## src/rtl/aes_bridge_pkg.sv

```systemverilog
// Shared types and helpers for the Wishbone -> dmem bridge in front of the AES
// register block.
//  - dmem_width_e   : dmem transfer width code (byte/half/word)
//  - RESP_*         : dmem response codes
//  - bridge_state_e : bridge FSM states
//  - sel_decode     : WB byte-lane select -> {legal, width, offset}
//  - wr_align       : WB-lane write data -> right-justified dmem write data
//  - rd_align       : right-justified dmem read data -> WB-lane read data
package aes_bridge_pkg;

    typedef enum logic [1:0] {
        W_BYTE = 2'b00,
        W_HALF = 2'b01,
        W_WORD = 2'b10
    } dmem_width_e;

    localparam logic [1:0] RESP_NONE = 2'b00;
    localparam logic [1:0] RESP_OK   = 2'b01;
    localparam logic [1:0] RESP_ERR  = 2'b11;

    typedef enum logic [2:0] {
        ST_IDLE,
        ST_REQ,
        ST_RESP,
        ST_ACK,
        ST_ERR,
        ST_DRAIN
    } bridge_state_e;

    typedef struct packed {
        logic        legal;
        dmem_width_e width;
        logic [1:0]  off;
    } sel_dec_t;

    // Only naturally aligned single byte, half and word selects are legal.
    function automatic sel_dec_t sel_decode(input logic [3:0] sel);
        sel_dec_t d;
        d.legal = 1'b1;
        d.width = W_BYTE;
        d.off   = 2'd0;
        case (sel)
            4'b0001: d.off = 2'd0;
            4'b0010: d.off = 2'd1;
            4'b0100: d.off = 2'd2;
            4'b1000: d.off = 2'd3;
            4'b0011: d.width = W_HALF;
            4'b1100: begin d.width = W_HALF; d.off = 2'd2; end
            4'b1111: d.width = W_WORD;
            default: d.legal = 1'b0;
        endcase
        return d;
    endfunction

    // Shift the selected lanes down to bit 0 and zero everything above the width.
    function automatic logic [31:0] wr_align(input dmem_width_e w, input logic [1:0] off,
                                             input logic [31:0] dat);
        logic [31:0] s;
        s = dat >> {off, 3'b000};
        case (w)
            W_BYTE:  return {24'h0, s[7:0]};
            W_HALF:  return {16'h0, s[15:0]};
            default: return s;
        endcase
    endfunction

    // Place right-justified read data back on its WB lanes; other lanes read 0.
    function automatic logic [31:0] rd_align(input dmem_width_e w, input logic [1:0] off,
                                             input logic [31:0] dat);
        case (w)
            W_BYTE:  return {24'h0, dat[7:0]}  << {off, 3'b000};
            W_HALF:  return {16'h0, dat[15:0]} << {off, 3'b000};
            default: return dat;
        endcase
    endfunction

endpackage

```

## src/rtl/aes_wb_dmem_bridge.sv

```systemverilog
// Wishbone B4 classic slave to dmem req/ack/resp master. Each WB cycle becomes
// exactly one dmem transfer (or an immediate error for an unsupported byte
// select). A timeout keeps an absent or hung dmem target from stalling the bus.
// Ports:
//  mclk, rst_n                      clock, async active-low reset
//  wbs_cyc_i/stb_i/we_i/adr_i/sel_i/dat_i   WB request
//  wbs_dat_o/ack_o/err_o            WB response (ack/err one-cycle pulses)
//  dmem_req/cmd/width/addr/wdata    dmem request, held until dmem_req_ack
//  dmem_req_ack, dmem_rdata, dmem_resp      dmem handshake and response
module aes_wb_dmem_bridge
    import aes_bridge_pkg::*;
#(
    parameter int unsigned TMO_CYC = 256,
    parameter int unsigned TMO_W   = 9
) (
    input  logic        mclk,
    input  logic        rst_n,
    input  logic        wbs_cyc_i,
    input  logic        wbs_stb_i,
    input  logic        wbs_we_i,
    input  logic [6:0]  wbs_adr_i,
    input  logic [3:0]  wbs_sel_i,
    input  logic [31:0] wbs_dat_i,
    output logic [31:0] wbs_dat_o,
    output logic        wbs_ack_o,
    output logic        wbs_err_o,
    output logic        dmem_req,
    output logic        dmem_cmd,
    output logic [1:0]  dmem_width,
    output logic [6:0]  dmem_addr,
    output logic [31:0] dmem_wdata,
    input  logic        dmem_req_ack,
    input  logic [31:0] dmem_rdata,
    input  logic [1:0]  dmem_resp
);

    bridge_state_e     state;
    dmem_width_e       width_q;
    logic [1:0]        off_q;
    logic [TMO_W-1:0]  tmo_cnt;
    sel_dec_t          dec;
    logic              tmo_hit;
    logic              resp_any;
    logic              resp_ok;
    logic              unused_adr;

    assign dec        = sel_decode(wbs_sel_i);
    assign dmem_width = width_q;
    assign resp_any   = (dmem_resp != RESP_NONE);
    assign resp_ok    = (dmem_resp == RESP_OK);
    // Counter is 0 in the first request cycle, so the last allowed cycle is TMO_CYC-1.
    assign tmo_hit    = (TMO_CYC != 0) && (tmo_cnt == TMO_W'(TMO_CYC - 1));
    // Byte offset is taken from sel, never from the low address bits.
    assign unused_adr = ^wbs_adr_i[1:0];

    always_ff @(posedge mclk or negedge rst_n) begin
        if (!rst_n) begin
            state      <= ST_IDLE;
            width_q    <= W_BYTE;
            off_q      <= 2'd0;
            tmo_cnt    <= '0;
            wbs_dat_o  <= 32'h0;
            wbs_ack_o  <= 1'b0;
            wbs_err_o  <= 1'b0;
            dmem_req   <= 1'b0;
            dmem_cmd   <= 1'b0;
            dmem_addr  <= 7'h0;
            dmem_wdata <= 32'h0;
        end else begin
            // Terminations are single-cycle pulses.
            wbs_ack_o <= 1'b0;
            wbs_err_o <= 1'b0;
            case (state)
                ST_IDLE: begin
                    if (wbs_cyc_i && wbs_stb_i) begin
                        if (dec.legal) begin
                            dmem_req   <= 1'b1;
                            dmem_cmd   <= wbs_we_i;
                            width_q    <= dec.width;
                            off_q      <= dec.off;
                            dmem_addr  <= {wbs_adr_i[6:2], dec.off};
                            dmem_wdata <= wr_align(dec.width, dec.off, wbs_dat_i);
                            tmo_cnt    <= '0;
                            state      <= ST_REQ;
                        end else begin
                            wbs_err_o <= 1'b1;
                            state     <= ST_ERR;
                        end
                    end
                end
                ST_REQ: begin
                    tmo_cnt <= tmo_cnt + TMO_W'(1);
                    if (!wbs_cyc_i) begin
                        // Master gave up before acceptance: nothing to terminate.
                        dmem_req <= 1'b0;
                        state    <= ST_IDLE;
                    end else if (dmem_req_ack && resp_any) begin
                        // Target answered in the accept cycle.
                        dmem_req <= 1'b0;
                        if (resp_ok) begin
                            if (!dmem_cmd) wbs_dat_o <= rd_align(width_q, off_q, dmem_rdata);
                            wbs_ack_o <= 1'b1;
                            state     <= ST_ACK;
                        end else begin
                            wbs_err_o <= 1'b1;
                            state     <= ST_ERR;
                        end
                    end else if (tmo_hit) begin
                        dmem_req  <= 1'b0;
                        wbs_err_o <= 1'b1;
                        state     <= ST_ERR;
                    end else if (dmem_req_ack) begin
                        dmem_req <= 1'b0;
                        state    <= ST_RESP;
                    end
                end
                ST_RESP: begin
                    tmo_cnt <= tmo_cnt + TMO_W'(1);
                    if (!wbs_cyc_i) begin
                        // Target still owes a response; absorb it silently.
                        state <= resp_any ? ST_IDLE : ST_DRAIN;
                    end else if (resp_ok) begin
                        if (!dmem_cmd) wbs_dat_o <= rd_align(width_q, off_q, dmem_rdata);
                        wbs_ack_o <= 1'b1;
                        state     <= ST_ACK;
                    end else if (resp_any || tmo_hit) begin
                        wbs_err_o <= 1'b1;
                        state     <= ST_ERR;
                    end
                end
                ST_DRAIN: begin
                    tmo_cnt <= tmo_cnt + TMO_W'(1);
                    if (resp_any || tmo_hit) state <= ST_IDLE;
                end
                ST_ACK:  state <= ST_IDLE;
                ST_ERR:  state <= ST_IDLE;
                default: state <= ST_IDLE;
            endcase
        end
    end

endmodule

```

## config.mk

```make
export PLATFORM = sky130hd
export DESIGN_NAME = aes_wb_dmem_bridge
export DESIGN_NICKNAME = d
export VERILOG_FILES = /design/src/rtl/aes_bridge_pkg.sv /design/src/rtl/aes_wb_dmem_bridge.sv
export SDC_FILE = /design/constraint.sdc
export NUM_CORES = 1
export LEC_CHECK = 0
export ABC_AREA = 1
export CAP_MARGIN = 20
export CORE_MARGIN = 2
export CORE_UTILIZATION = 47
export CTS_BUF_LIST = sky130_fd_sc_hd__clkbuf_16
export CTS_CLUSTER_SIZE = 24
export DETAILED_ROUTE_END_ITERATION = 10
export PLACE_DENSITY = 0.81
export RECOVER_POWER = 50
export SETUP_SLACK_MARGIN = 0.15
export SKIP_LAST_GASP = 1
export SYNTH_ARGS = -nofsm -noshare
export SYNTH_HDL_FRONTEND = slang
export SYNTH_SLANG_ARGS = --single-unit
export TNS_END_PERCENT = 100
```

## constraint.sdc

```tcl
create_clock -name mclk -period 2.4 [get_ports mclk]
set_clock_uncertainty 0.2 [all_clocks]
set_input_delay 0.72 -clock mclk [delete_from_list [all_inputs] [get_ports mclk]]
set_output_delay 0.72 -clock mclk [all_outputs]
set_load 0.03 [all_outputs]
```

== Word level (Yosys, flattened, before mapping) ==
Index checks and enable logic that the tools add are counted.

* Bits in registers: 91
* Bits of input ports: 83
* Output and inout bits: 77
* Word-level logic and storage cells: 105

* Add/subtract/negate cells: 1
* Equality and inequality tests: 22
* Shift operators: 3
* Multiplexer cells: 49
* Reductions and logical operators: 19

{| class="wikitable"
|+ Operator list
! operator !! count
|-
| $pmux W32 S2 || 3
|-
| $mux W32 || 5
|-
| $mux W3 || 12
|-
| $shl A16 B5 Y32 || 1
|-
| $shl A8 B5 Y32 || 1
|-
| $shr A32 B5 Y32 || 1
|-
| $mux W1 || 20
|-
| $mux W9 || 2
|-
| $pmux W9 S2 || 1
|-
| $eq A4 B4 Y1 const B || 3
|-
| $ne A2 B2 Y1 const B || 6
|-
| $pmux W3 S4 || 1
|-
| $reduce_and A4 Y1 || 3
|-
| $add A9 B1 Y9 const B || 1
|-
| $eq A9 B8 Y1 const B || 1
|-
| $eq A4 B2 Y1 const B || 2
|-
| $reduce_bool A2 Y1 || 4
|-
| $reduce_or A7 Y1 || 1
|-
| $eq A2 B1 Y1 const B || 3
|-
| $pmux W2 S3 || 1
|-
| $reduce_and A3 Y1 || 2
|-
| $ne A5 B5 Y1 const B || 1
|-
| $eq A4 B1 Y1 const B || 1
|-
| $eq A4 B3 Y1 const B || 1
|-
| other kinds (13) || 17
|}

== Depth between registers and ports, before layout ==
* Depth in word-level cells: 7
* Gate-level depth with buffers: 12
* Gate-level depth less buffers: 12

== Least setup slack after synthesis ==
OpenSTA, ideal clock, no wires.

* Kind: in2reg
* From: input port wbs_sel_i[2]
* To: register width_q[1] (netlist: dmem_width[1])
* Setup time: 0.138 ns
* Arrival time: 1.582 ns
* Data required time: 2.062 ns
* Slack: 0.480 ns
* Stages: 5
* Buffers on the path: 1
* Cells stage by stage: nor2_4 nand3_2 nand4_4 clkbuf_1 o21ai_0

* Cells in the longest elaborated chain, start to end: 4
* Elaborated cells on any way between the ends: 12
* Those cells by class: eq/ne: 7; mux: 2; reduce/logical: 3

{| class="wikitable"
|+ RTL lines
! item !! RTL line !! source
|-
| from (decl) || aes_wb_dmem_bridge.sv:22 || <nowiki>input logic [3:0] wbs_sel_i,</nowiki>
|-
| $eq A4 B4 Y1, or another cell as far along || aes_bridge_pkg.sv:42 || <nowiki>case (sel)</nowiki>
|-
| $reduce_or A7 Y1 (no source line) || n/a ||
|-
| $mux W1 || aes_bridge_pkg.sv:42 ||
|-
| $reduce_and A3 Y1 (no source line) || n/a ||
|-
| to (signal assigned) || aes_wb_dmem_bridge.sv:79 || <nowiki>width_q <= dec.width;</nowiki>
|-
| to (decl) || aes_wb_dmem_bridge.sv:38 || <nowiki>dmem_width_e width_q;</nowiki>
|}

Parallel ways exist; a longest one is shown, timed or not.
A chain may end at the register's enable or synchronous reset.

== Worst setup path in the final report ==
* From: input port wbs_cyc_i
* To: register wbs_dat_o[28]

* Cells in the longest elaborated chain, start to end: 2
* Elaborated cells on any way between the ends: 3
* Those cells by class: eq/ne: 2; reduce/logical: 1

{| class="wikitable"
|+ RTL lines
! item !! RTL line !! source
|-
| from (decl) || aes_wb_dmem_bridge.sv:18 || <nowiki>input logic wbs_cyc_i,</nowiki>
|-
| $ne A2 B2 Y1 (no source line) || n/a ||
|-
| $reduce_and A4 Y1 (no source line) (*) || n/a ||
|-
| to (signal assigned) || aes_wb_dmem_bridge.sv:101 || <nowiki>if (!dmem_cmd) wbs_dat_o <= rd_align(width_q, off_q, dmem_rdata);</nowiki>
|-
| to (signal assigned) || aes_wb_dmem_bridge.sv:123 || <nowiki>if (!dmem_cmd) wbs_dat_o <= rd_align(width_q, off_q, dmem_rdata);</nowiki>
|-
| to (decl) || aes_wb_dmem_bridge.sv:24 || <nowiki>output logic [31:0] wbs_dat_o,</nowiki>
|}

Every way passes the cells marked *; elsewhere a longest branch is shown, timed or not.

==> results.md <==
* Outcome: finished clean
* Top Metal Used: met4
* Clk_lat worst skew at 340 ps
* Hold Fails Final Rpt at 0
* Worst slew pin tran at 667 ps
* CP delay by family, top: buffers and inverters
* Max_slew headroom at 0.555
* Post-synthesis cell count at 676
* CP endpoint kind: flip-flop
* Synth Area per Inst at 7.34 µm²
* Mapped cell area at 0.00496 mm²
* Top-area cell type share of the netlist area at 0.449
* Mapped Nets at 762
* Die Ht at 107 µm
* Period utilization at 0.920
* WL met2 at 7560 µm
* Htree depth at 3
* Non-filler cells in the finished layout at 995
* Hold slack final at 276 ps
* Peak supply drop at 0.574 mV
* Routed wl met3 at 1320 µm
* Core Area at 0.0103 mm²
* Clock buffer depth at 2
* Register bit total from synthesis at 89
* WL met1 at 6250 µm
* Share of post-route cells with drive strength above 1 at 0.0955
* Ys Warns at 0
* Critical Path Start Type: primary input
* Synth cell types at 33
* Fin area at 0.00716 mm²
* Final HPWL DP at 11,500 µm
* Starting density of the core at 0.483
* Total power at 7.03 mW
* RSZ-0062 raised after global routing: no
* Clock transition at path regs at 60 ps
* P&R area growth vs syn at 44.2%
* Grt total ovfl at 0
* Top-level port count at 160
* GR Util All Layers at 0.276
* Total Die Area at 0.0114 mm²
* F_max at 453 MHz
* Clk sink count at 89
* Root buf cell: clkbuf_16
* Maxcap violations at 0
* Slowest CP cell: dlygate4sd3_1
* Worst EP required at 2430 ps
* ANT cells at 0
* Crit path top cell by count: nand2_1
* Post-DRT Antenna Nets at 0
* Placement Cell Area at 0.00690 mm²
* Lkg Pwr at 3.92 nW
* Antenna violations before repair at 0
* Detailed Route WL at 15,400 µm
* Global-route wire length before repair at 25,300 µm
* Arrival @ worst endpoint at 2230 ps
* Asr flop ratio synth at 1.00
* First drt pass iteration count at 5
* CTS tree: yes
* Crit path kind: primary input to flip-flop
* GPL Wtd Cong at 0.934
* Core Util, Final at 0.696
* Dpl cells at 977
* Starting DRC count in detailed routing at 322
* Most common cell in the netlist: nand2_1
* Critical-path cell list: dlygate4sd3_1, inv_1, nor2_2, nand2_1, nor2_2, inv_1, buf_12, nand2_1, nand2_1
* Min Tclk post-route at 2210 ps
* Register area share after synthesis at 0.449
* Final Max Tran Viols at 0
* Via/cell ratio at 5.38
* TritonCTS Buffers at 9
* Die Span X at 107 µm
* Delay of the slowest critical-path stage at 580 ps
* Filler cells at 896
* Number of global-route vias before repair at 5,251
* # rows at 37
* Total number of vias at 5,349
* CP Buf/Inv Count at 4
* Largest net degree at the start of global routing at 56
* DR WL/cell at 15.4 µm
* Ys flop type: dfrtp_1
* Cell Pwr Density at 982 mW/mm²
* Worst-path fanout max at 32
* Most frequent cells after synthesis: nand2_1, dfrtp_1, nand3_1
* Synth area leader: dfrtp_1
* Port Buffers at 157
* NumNets Final at 940
* DRC at 0
* Worst Hold Class: flip-flop to flip-flop
* Area contributors post-synth: dfrtp_1, nand2_1, nand3_1
* Setup-failing EPs final at 0
* Number of flops mapped to enable cells by yosys at 0
-- layout by cell type, fill, tap and decap left out, types with 2 or more instances in the layout --
master / count
nand2_1: 280
dfrtp_1: 89
dlygate4sd2_1: 76
clkdlybuf4s50_1: 74
nand3_1: 70
inv_1: 48
buf_4: 33
o21ai_0: 30
o211ai_1: 28
nand4_1: 25
o21ai_1: 17
nor2_1: 14
clkbuf_16: 9
nor2_2: 7
nand2_2: 5
buf_12: 5
dlymetal6s2s_1: 4
xor2_1: 3
clkinv_1: 3
inv_2: 2
nand3_4: 2
inv_4: 2
nor3_1: 2
a21oi_1: 2
xnor2_1: 2
ha_1: 2
clkinvlp_4: 2
dlygate4sd3_1: 2
clkbuf_1: 2
-- worst min-delay path: stages, from the launching register on --
cell     delay [ps]
dfrtp_1         340
nand2_1          50
nand2_1          50
-- layer usage --
metal  global-route usage  vias up
met2                0.477      268
met5                    0        -
met4               0.0640        0
met1                0.354     2480
met3               0.0626       18
li1                     -     2583
-- kinds of logic (layout without fill, tap and decap cells) --
family / after synthesis / count (layout) / share of synthesized area
AND/OR/NAND/NOR: 413 / 413 / 0.365
flip-flops: 89 / 89 / 0.449
buffers and inverters: 84 / 267 / 0.0714
AO/OA/AOI/OAI: 82 / 82 / 0.0983
XOR/XNOR: 5 / 5 / 0.00883
adder cells (fa/ha/maj): 3 / 3 / 0.00757
-- final timing paths --
path,depth (start not counted),slack (ps),to,start
max in group asynchronous,3,280,wbs_dat_o[12],rst_n
hold / removal,2,280,dmem_wdata[3],dmem_wdata[3]
min in group asynchronous,2,670,wbs_dat_o[31],rst_n
hold reg to reg,2,280,dmem_wdata[3],dmem_wdata[3]
setup / recovery,9,190,wbs_dat_o[28],wbs_cyc_i
setup reg to reg,11,320,state[2],tmo_cnt[1]
-- sequential cells by signal, indices dropped and copies added, names as in the netlist --
| signal | cells |
|---|---|
| dmem_wdata | 32 |
| wbs_dat_o | 32 |
| tmo_cnt | 9 |
| dmem_addr | 7 |
| state | 3 |
| dmem_width | 2 |
| dmem_cmd | 1 |
| dmem_req | 1 |
| wbs_ack_o | 1 |
| wbs_err_o | 1 |
-- layout make-up --
| type | count | area, µm² | area share |
|---|---|---|---|
| clock buffers | 9 | 225 | 0.0315 |
| clock inverters | 7 | 70.1 | 0.00979 |
| inverters | 53 | 204 | 0.0285 |
| multi-input cells | 503 | 2410 | 0.337 |
| flip-flops and latches | 89 | 2230 | 0.311 |
| well taps | 136 | 170 | 0.0238 |
| repair buffers | 198 | 1850 | 0.258 |
-- power breakdown --
part	switching [mW]	total [mW]	internal [mW]
clock	0.597	1.40	0.805
combinational	2.22	3.32	1.10
sequential	0.310	2.31	2.00
total	3.12	7.03	3.90
-- repair_timing --
| action | CTS | global route |
|---|---|---|
| gates resized for setup | 79 | 15 |
| endpoints found under the setup margin | 86 | 60 |
| endpoints found under the hold margin | 6 | 0 |
| pin swaps | 0 | 0 |
| buffers inserted | 0 | 1 |
| hold buffers | 1 | 0 |
-- per-stage QoR --
step / setup slack, ps / setup TNS, ps
floorplan: 480 / 0
global placement: -154 / -5370
detailed placement: -227 / -8690
CTS: 155 / 0
global route: 83.8 / 0
finish: 193 / 0
Power figures use the tool's default switching activity.
